## src/rtl/ccff_bitstream_loader_pkg.sv

```systemverilog
// ccff_cfg_pkg: values shared by the configuration-chain loader.
//   ccff_state_e : loader FSM state encoding (IDLE, RUN, FIN)
//   DEF_WORD_W   : default bitstream / readback word width
//   DEF_LEN_W    : default width of the chain length (max chain 2**LEN_W-1 bits)
package ccff_cfg_pkg;
  localparam int DEF_WORD_W = 32;
  localparam int DEF_LEN_W  = 20;

  typedef enum logic [1:0] {
    ST_IDLE = 2'd0,
    ST_RUN  = 2'd1,
    ST_FIN  = 2'd2
  } ccff_state_e;
endpackage

```

## src/rtl/ccff_bitstream_loader_if.sv

```systemverilog
// Bitstream word stream into the loader (valid/ready, bit 0 shifted first).
//   s_valid : word valid (producer)
//   s_ready : loader can take a word (loader)
//   s_data  : bitstream word (producer)
// master = word producer, slave = loader.
interface ccff_bitstream_loader_if
  import ccff_cfg_pkg::*;
#(
  parameter int WORD_W = DEF_WORD_W
);
  logic              s_valid;
  logic              s_ready;
  logic [WORD_W-1:0] s_data;

  modport master (output s_valid, output s_data, input s_ready);
  modport slave  (input s_valid, input s_data, output s_ready);
endinterface

```

## src/rtl/ccff_rb_packer.sv

```systemverilog
// Serial-to-word packer for chain readback.
//   clk, rst_n : clock, async active-low reset
//   sample_en  : sample_bit is valid this cycle
//   sample_bit : serial bit, first sample lands in bit 0
//   flush      : emit whatever is pending (including this cycle's sample), zero-padded
//   rb_valid   : 1-cycle pulse, rb_data holds a packed word
//   rb_data    : packed word, held between pulses
module ccff_rb_packer #(
  parameter int WORD_W = 32
) (
  input  logic              clk,
  input  logic              rst_n,
  input  logic              sample_en,
  input  logic              sample_bit,
  input  logic              flush,
  output logic              rb_valid,
  output logic [WORD_W-1:0] rb_data
);
  localparam int CNT_W = $clog2(WORD_W + 1);
  localparam int IDX_W = (WORD_W > 1) ? $clog2(WORD_W) : 1;

  logic [WORD_W-1:0] acc_q, acc_d, acc_n;
  logic [CNT_W-1:0]  n_q, n_d, n_n;
  logic              rb_valid_q, rb_valid_d;
  logic [WORD_W-1:0] rb_data_q, rb_data_d;
  logic              emit;

  always_comb begin
    acc_n = acc_q;
    n_n   = n_q;
    if (sample_en) begin
      acc_n[n_q[IDX_W-1:0]] = sample_bit;
      n_n = n_q + CNT_W'(1);
    end
    // Full word, or a flush with anything pending. The accumulator is cleared on
    // every emit, which is what zero-pads a partial word.
    emit       = (n_n == CNT_W'(WORD_W)) || (flush && (n_n != '0));
    rb_valid_d = emit;
    rb_data_d  = emit ? acc_n : rb_data_q;
    acc_d      = emit ? '0 : acc_n;
    n_d        = emit ? '0 : n_n;
  end

  always_ff @(posedge clk or negedge rst_n) begin
    if (!rst_n) begin
      acc_q      <= '0;
      n_q        <= '0;
      rb_valid_q <= 1'b0;
      rb_data_q  <= '0;
    end else begin
      acc_q      <= acc_d;
      n_q        <= n_d;
      rb_valid_q <= rb_valid_d;
      rb_data_q  <= rb_data_d;
    end
  end

  assign rb_valid = rb_valid_q;
  assign rb_data  = rb_data_q;
endmodule

```

## src/rtl/ccff_bitstream_loader.sv

```systemverilog
// Configuration-chain loader: serialises bitstream words LSB-first onto the chain
// head with a per-cycle shift enable, and packs chain-tail bits back into words.
//   prog_clk, pReset : clock, async active-low reset
//   start, chain_len : load request (IDLE only) and number of bits to shift
//   s                : bitstream word stream (slave side)
//   ccff_head        : serial data to chain head (registered)
//   ccff_shift_en    : chain shifts at the next prog_clk edge (registered)
//   ccff_tail        : serial data from chain tail
//   rb_valid/rb_data : packed readback word pulse
//   busy, done       : busy from accepted start through FIN; done pulses in FIN
module ccff_bitstream_loader
  import ccff_cfg_pkg::*;
#(
  parameter int WORD_W = DEF_WORD_W,
  parameter int LEN_W  = DEF_LEN_W
) (
  input  logic                    prog_clk,
  input  logic                    pReset,
  input  logic                    start,
  input  logic [LEN_W-1:0]        chain_len,
  ccff_bitstream_loader_if.slave  s,
  output logic                    ccff_head,
  output logic                    ccff_shift_en,
  input  logic                    ccff_tail,
  output logic                    rb_valid,
  output logic [WORD_W-1:0]       rb_data,
  output logic                    busy,
  output logic                    done
);
  localparam int CNT_W = $clog2(WORD_W + 1);

  ccff_state_e       state_q, state_d;
  logic [LEN_W-1:0]  bit_cnt_q, bit_cnt_d;    // bits still to be shifted
  logic [LEN_W-1:0]  acc_left_q, acc_left_d;  // bits not yet covered by accepted words
  logic [WORD_W-1:0] sr_q, sr_d;
  logic [CNT_W-1:0]  sr_cnt_q, sr_cnt_d;      // valid bits left in SR
  logic [WORD_W-1:0] hb_q, hb_d;
  logic [CNT_W-1:0]  hb_bits_q, hb_bits_d;    // valid bits in HB (short for the last word)
  logic              hb_full_q, hb_full_d;
  logic              head_q, head_d;
  logic              shift_en_q, shift_en_d;
  logic              busy_q, busy_d;
  logic              done_q, done_d;

  logic              accept, shift, flush;
  logic [CNT_W-1:0]  take;

  assign s.s_ready = (state_q == ST_RUN) && !hb_full_q && (acc_left_q != '0);
  assign accept    = s.s_valid && s.s_ready;
  assign shift     = (state_q == ST_RUN) && (sr_cnt_q != '0);
  // bit_cnt reaches 0 one cycle ahead of the last shift_en cycle, so in RUN with
  // bit_cnt==0 the final tail bit is being sampled: flush readback now so the
  // padded word and done land in the same FIN cycle.
  assign flush     = (state_q == ST_RUN) && (bit_cnt_q == '0);

  always_comb begin
    take = (acc_left_q >= LEN_W'(WORD_W)) ? CNT_W'(WORD_W) : CNT_W'(acc_left_q);
  end

  always_comb begin
    state_d    = state_q;
    bit_cnt_d  = bit_cnt_q;
    acc_left_d = acc_left_q;
    sr_d       = sr_q;
    sr_cnt_d   = sr_cnt_q;
    hb_d       = hb_q;
    hb_bits_d  = hb_bits_q;
    hb_full_d  = hb_full_q;
    head_d     = head_q;      // head holds through stalls
    shift_en_d = 1'b0;
    done_d     = 1'b0;

    unique case (state_q)
      ST_IDLE: begin
        if (start) begin
          bit_cnt_d  = chain_len;
          acc_left_d = chain_len;
          sr_cnt_d   = '0;
          hb_full_d  = 1'b0;
          state_d    = (chain_len == '0) ? ST_FIN : ST_RUN;
          done_d     = (chain_len == '0);
        end
      end
      ST_RUN: begin
        if (shift) begin
          head_d     = sr_q[0];
          shift_en_d = 1'b1;
          sr_d       = sr_q >> 1;
          sr_cnt_d   = sr_cnt_q - CNT_W'(1);
          if (bit_cnt_q != '0) bit_cnt_d = bit_cnt_q - LEN_W'(1);
        end
        // Refill on the same edge SR runs dry so a steady stream never bubbles.
        if ((sr_cnt_d == '0) && hb_full_q) begin
          sr_d      = hb_q;
          sr_cnt_d  = hb_bits_q;
          hb_full_d = 1'b0;
        end
        if (accept) begin
          hb_d       = s.s_data;
          hb_bits_d  = take;
          hb_full_d  = 1'b1;
          acc_left_d = acc_left_q - LEN_W'(take);
        end
        if (flush) begin
          state_d = ST_FIN;
          done_d  = 1'b1;
        end
      end
      ST_FIN:  state_d = ST_IDLE;
      default: state_d = ST_IDLE;
    endcase

    busy_d = (state_d != ST_IDLE);
  end

  always_ff @(posedge prog_clk or negedge pReset) begin
    if (!pReset) begin
      state_q    <= ST_IDLE;
      bit_cnt_q  <= '0;
      acc_left_q <= '0;
      sr_q       <= '0;
      sr_cnt_q   <= '0;
      hb_q       <= '0;
      hb_bits_q  <= '0;
      hb_full_q  <= 1'b0;
      head_q     <= 1'b0;
      shift_en_q <= 1'b0;
      busy_q     <= 1'b0;
      done_q     <= 1'b0;
    end else begin
      state_q    <= state_d;
      bit_cnt_q  <= bit_cnt_d;
      acc_left_q <= acc_left_d;
      sr_q       <= sr_d;
      sr_cnt_q   <= sr_cnt_d;
      hb_q       <= hb_d;
      hb_bits_q  <= hb_bits_d;
      hb_full_q  <= hb_full_d;
      head_q     <= head_d;
      shift_en_q <= shift_en_d;
      busy_q     <= busy_d;
      done_q     <= done_d;
    end
  end

  assign ccff_head     = head_q;
  assign ccff_shift_en = shift_en_q;
  assign busy          = busy_q;
  assign done          = done_q;

  ccff_rb_packer #(.WORD_W(WORD_W)) u_rb_packer (
    .clk        (prog_clk),
    .rst_n      (pReset),
    .sample_en  (shift_en_q),
    .sample_bit (ccff_tail),
    .flush      (flush),
    .rb_valid   (rb_valid),
    .rb_data    (rb_data)
  );
endmodule
```

## src/flat_wrapper.sv

```systemverilog
// flat-port wrapper written by rule: the top's interface ports become plain ports
module ccff_bitstream_loader_flat import ccff_cfg_pkg::*;
#(
  parameter int WORD_W = DEF_WORD_W,
  parameter int LEN_W  = DEF_LEN_W
)
  (prog_clk, pReset, start, chain_len, ccff_head, ccff_shift_en, ccff_tail, rb_valid, rb_data, busy, done, s_s_valid, s_s_data, s_s_ready);
  ccff_bitstream_loader_if #(.WORD_W(WORD_W)) s_i ();
  input  logic prog_clk;
  input  logic pReset;
  input  logic start;
  input  logic [LEN_W-1:0] chain_len;
  output logic ccff_head;
  output logic ccff_shift_en;
  input  logic ccff_tail;
  output logic rb_valid;
  output logic [WORD_W-1:0] rb_data;
  output logic busy;
  output logic done;
  input wire logic [$bits(s_i.s_valid)-1:0] s_s_valid;
  input wire logic [$bits(s_i.s_data)-1:0] s_s_data;
  output wire logic [$bits(s_i.s_ready)-1:0] s_s_ready;
  assign s_i.s_valid = s_s_valid;
  assign s_i.s_data = s_s_data;
  assign s_s_ready = s_i.s_ready;
  ccff_bitstream_loader #(.WORD_W(WORD_W), .LEN_W(LEN_W)) u_core (.prog_clk(prog_clk), .pReset(pReset), .start(start), .chain_len(chain_len), .s(s_i), .ccff_head(ccff_head), .ccff_shift_en(ccff_shift_en), .ccff_tail(ccff_tail), .rb_valid(rb_valid), .rb_data(rb_data), .busy(busy), .done(done));
endmodule
```

## config.mk

```make
export PLATFORM = sky130hd
export DESIGN_NAME = ccff_bitstream_loader_flat
export DESIGN_NICKNAME = d
export VERILOG_FILES = /design/src/rtl/ccff_bitstream_loader_pkg.sv /design/src/rtl/ccff_bitstream_loader_if.sv /design/src/rtl/ccff_rb_packer.sv /design/src/rtl/ccff_bitstream_loader.sv /design/src/flat_wrapper.sv
export SDC_FILE = /design/constraint.sdc
export NUM_CORES = 1
export LEC_CHECK = 0
export BUFFER_PORTS_ARGS = -buffer_cell sky130_fd_sc_hd__buf_4
export CORE_ASPECT_RATIO = 0.75
export CORE_UTILIZATION = 37
export DETAILED_ROUTE_END_ITERATION = 12
export HOLD_SLACK_MARGIN = 0.1
export PLACE_DENSITY = 0.6
export RECOVER_POWER = 50
export SYNTH_ARGS = -nofsm -noshare
export SYNTH_HDL_FRONTEND = slang
export SYNTH_SLANG_ARGS = --single-unit
```

## constraint.sdc

```tcl
create_clock -name prog_clk -period 2.7 [get_ports prog_clk]
set_clock_uncertainty 0.1 [all_clocks]
set_input_delay 0.405 -clock prog_clk [delete_from_list [all_inputs] [get_ports prog_clk]]
set_output_delay 0.405 -clock prog_clk [all_outputs]
set_load 0.02 [all_outputs]
```

==> results.cfg <==
[worst_hold_path]
worstHoldStart = chain_len[0]
whs_endpoint = u_core.bit_cnt_q[0]$_DFFE_PN0P_
min_path_cells = 2
hp-class = in -> reg

[placement]
place_inst = 1419
place.gp.congestion = 0.8807
dp_hpwl_um = 15340
place_area_sq_um = 10830
portBuffers = 94

[logic_synthesis]
synth_warnings = 0
avgSynthCellArea_sq_um = 9.433
synth_nets = 1065
synth_top_area_share_pct = 51.47
synth_area_leader_cell = dfrtp_1
async_flop_share_pct = 100.0
mappedNetlistArea_sq_um = 9433
synth-seq-cells = 194
ys.flop_type = dfrtp_1
synth_enable_flop_cells = 0
synthTopCellsByArea = dfrtp_1 (51%), mux2i_1 (7.2%), nand2_1 (6.1%)
synth.distinct_cells = 68
yosysSeqAreaShare_pct = 51.47
syn_inst = 1000

[pwr]
power.share.sequential_pct = 41.6
switching_share_pct = 38.30
power_switching_mw = 4.609
comb_power_share_pct = 37.9
power.share.clock_pct = 20.5
powerDensity_nw_per_um2 = 1021
p_total_mw = 12.03
cellLeakagePower_nw = 5.177
p_int_mw = 7.425
vdd_drop_max_uv = 474.2

[finish]
final_cell_mix = dfrtp_1 (194), nand2_1 (153), nor2_1 (135), buf_4 (110), mux2i_1 (67)
fin_area_sq_um = 11790
layout-drive-gt1-share_pct = 15.40
nets = 1208
area_delta_synth_final_pct = 24.96
final_cells = 1494
nFillCells = 2414
diodes = 0
final_common_cell = dfrtp_1

[timing]
worstMarginPinSlew_ns = 1.491
hold_viol = 0
finalCritPeriodShare_pct = 101.5
slew_headroom_pct = 0.6276
clock.fmax_mhz = 365.0
setup_ws_ns = -0.03995
setup_violations = 31
rsz0062_at_grt = yes
fin_crit_ns = 2.740
whs_ns = 0.1392
maxSlewViolCount = 0

[global_route]
antenna_found_initial = 0
grt_overflow = 0
grt_start_max_net_pins = 77
grt_first_pass_wirelength_um = 38480
grt_pass1_vias = 7420
grt_use_total_pct = 18.25

[clock_network]
htree_levels = 4
clkLatencyLatePin_ns = 0.44
clock-sinks = 194
cts_made_buffers = 17
cts_tree = done
cts_buffer_depth = 2
clk_pin_slew_worst_paths_ns = 0.07
clockRootBuffer = clkbuf_16

[die]
start_util_pct = 37.79
core_sq_um = 24960
die-area_sq_um = 26140
rows = 50
ios = 95
die_h_um = 140.3
fp.dieW_um = 186.4

[routing]
viasPerCell = 5.236
post-route-drc-count = 0
drtAntennaViolNets = 0
routedWlPerCell_um = 15.87
wirelength_um = 23700
dr.pass1.iters = 4
dr_total_vias = 7822
drt_iter0_drc = 572

[job]
cap_violations = 0

[critical_path]
crit_family = simple AND/OR/NAND/NOR gates
r2r_cells = 9
critical_path_class = reg -> reg
worst_setup_path_end_kind = flip-flop
worstPathMaxFanout = 8
crit_buf_inv = 2
r2r_slack_ns = -0.04
start_kind = flip-flop
critPathSlowestCell = or4b_1
worst_ep_required_time_ns = 2.92
max_stage_delay_ns = 0.42
crit_chain = inv_2 > ha_4 > or4b_1 > mux2_4 > a2111oi_4 > o21ai_2 > or2_4 > clkbuf_16 > o221a_1
worstReg2RegEnd = u_core.sr_q[25]$_DFFE_PN0P_
rr_startpoint = u_core.sr_cnt_q[1]$_DFFE_PN0P_
arrival_ns = 2.96

[run_status]
violations = negative setup slack
status = finished, violations left
-- power by group through the flow --
stage                     Sequential, mW  Combinational (mW)  Clock [mW]
after floorplan                     4.98                2.92           0
after global placement              5.00                4.38           0
after detailed placement            5.00                4.49           0
after CTS                           4.98                4.53        2.53
after global routing                5.15                5.11        2.65
final                               5.01                4.56        2.46
-- worst register-to-register path, delay by kind of cell, from the launching register on --
| family | cells | cell delay (ns) |
|---|---|---|
| DFF | 1 | 0.40 |
| buffers and inverters | 2 | 0.27 |
| muxes | 1 | 0.29 |
| adders and majority gates | 1 | 0.13 |
| and+or+nand+nor | 2 | 0.73 |
| AOI/OAI and AO/OA | 3 | 0.70 |
-- worst max-delay path by stage --
stage | endpoint | from | cells after the start | slack [ns]
floorplan | u_core.sr_q[0]$_DFFE_PN0P_ | u_core.sr_cnt_q[0]$_DFFE_PN0P_ | 10 | 0.03
CTS | u_core.sr_q[3]$_DFFE_PN0P_ | u_core.sr_cnt_q[0]$_DFFE_PN0P_ | 9 | -0.004
detailed placement | u_core.sr_q[4]$_DFFE_PN0P_ | u_core.sr_cnt_q[0]$_DFFE_PN0P_ | 9 | 0.005
finish | u_core.sr_q[25]$_DFFE_PN0P_ | u_core.sr_cnt_q[1]$_DFFE_PN0P_ | 9 | -0.04
global route | u_core.sr_q[18]$_DFFE_PN0P_ | u_core.sr_cnt_q[1]$_DFFE_PN0P_ | 9 | -0.13
global placement | u_core.sr_q[3]$_DFFE_PN0P_ | u_core.sr_cnt_q[0]$_DFFE_PN0P_ | 9 | 0.06
-- cell type report --
type,instances,area [sq um],share of cell area [%]
Clock inverter,13,127.6,1.083
Tap cell,338,422.9,3.588
Multi-Input combinational cell,693,4229,35.88
Clock buffer,19,432.9,3.673
Inverter,48,180.2,1.528
Sequential cell,194,4855,41.18
Timing Repair Buffer,189,1540,13.07
-- metal layers --
| layer | wire (um) | vias to the layer above | track usage, % |
|---|---|---|---|
| met5 | 0 | - | 0 |
| met4 | 229 | 0 | 4.872 |
| met3 | 1176 | 17 | 3.257 |
| met2 | 10050 | 200 | 26.59 |
| met1 | 12250 | 3810 | 27.64 |
| li1 | - | 3795 | - |
-- synthesized netlist by cell type, types with 5 or more instances --
cell,n
inv_1,48
nor2_1,136
nor3_1,26
o22a_1,6
or4_1,6
dfrtp_1,194
clkbuf_1,46
or3_1,5
o21ai_0,65
o2bb2ai_1,6
o221a_1,29
nand2_1,153
nand4_1,9
a31oi_1,7
o31ai_1,5
a22o_1,11
o22ai_1,5
a32oi_1,5
mux2i_1,68
a21oi_1,33
ha_1,8
nand3_1,22
nor4_1,14
buf_2,12
-- sequential cells by signal (all words and copies together), names as in the netlist --
register	count
u_core.hb_full_q	1
u_core.sr_cnt_q	6
u_core.acc_left_q	20
u_core.u_rb_packer.rb_data	32
u_core.u_rb_packer.rb_valid	1
u_core.busy	1
u_core.ccff_shift_en	1
u_core.sr_q	32
u_core.u_rb_packer.n_q	6
u_core.u_rb_packer.acc_q	32
u_core.hb_bits_q	6
u_core.state_q	2
u_core.done	1
u_core.ccff_head	1
u_core.hb_q	32
u_core.bit_cnt_q	20
-- cell families after synthesis --
kind of cell	after synthesis	synth area share (%)
and+or+nand+nor	399	18.58
AOI/OAI and AO/OA	210	15.94
DFF	194	51.47
buffers and inverters	113	4.974
muxes	69	7.375
adders and majority gates	8	1.061
xor gates and xnor gates	6	0.5571
other	1	0.03975
-- what timing repair did --
action / CTS / global route
hold endpoints to repair: 82 / 0
setup endpoints to repair: 3 / 79
pin swaps: 0 / 29
hold buffers: 34 / 0
resized for setup: 0 / 14
cloned: 0 / 4
buffers inserted: 0 / 5
-- stage by stage --
| step | setup slack [ns] | TNS [ns] | util (%) |
|---|---|---|---|
| 5_1_grt | -0.1329 | -3.893 | 47.22 |
| 3_5_place_dp | 0.004596 | 0 | 43.38 |
| 3_3_place_gp | 0.06397 | 0 | 43.38 |
| 6_report | -0.03995 | -0.7926 | 47.22 |
| 2_1_floorplan | 0.02505 | 0 | - |
| 4_1_cts | -0.004317 | -0.009697 | 46.99 |
Note: power is estimated with default switching activity, not from simulation.
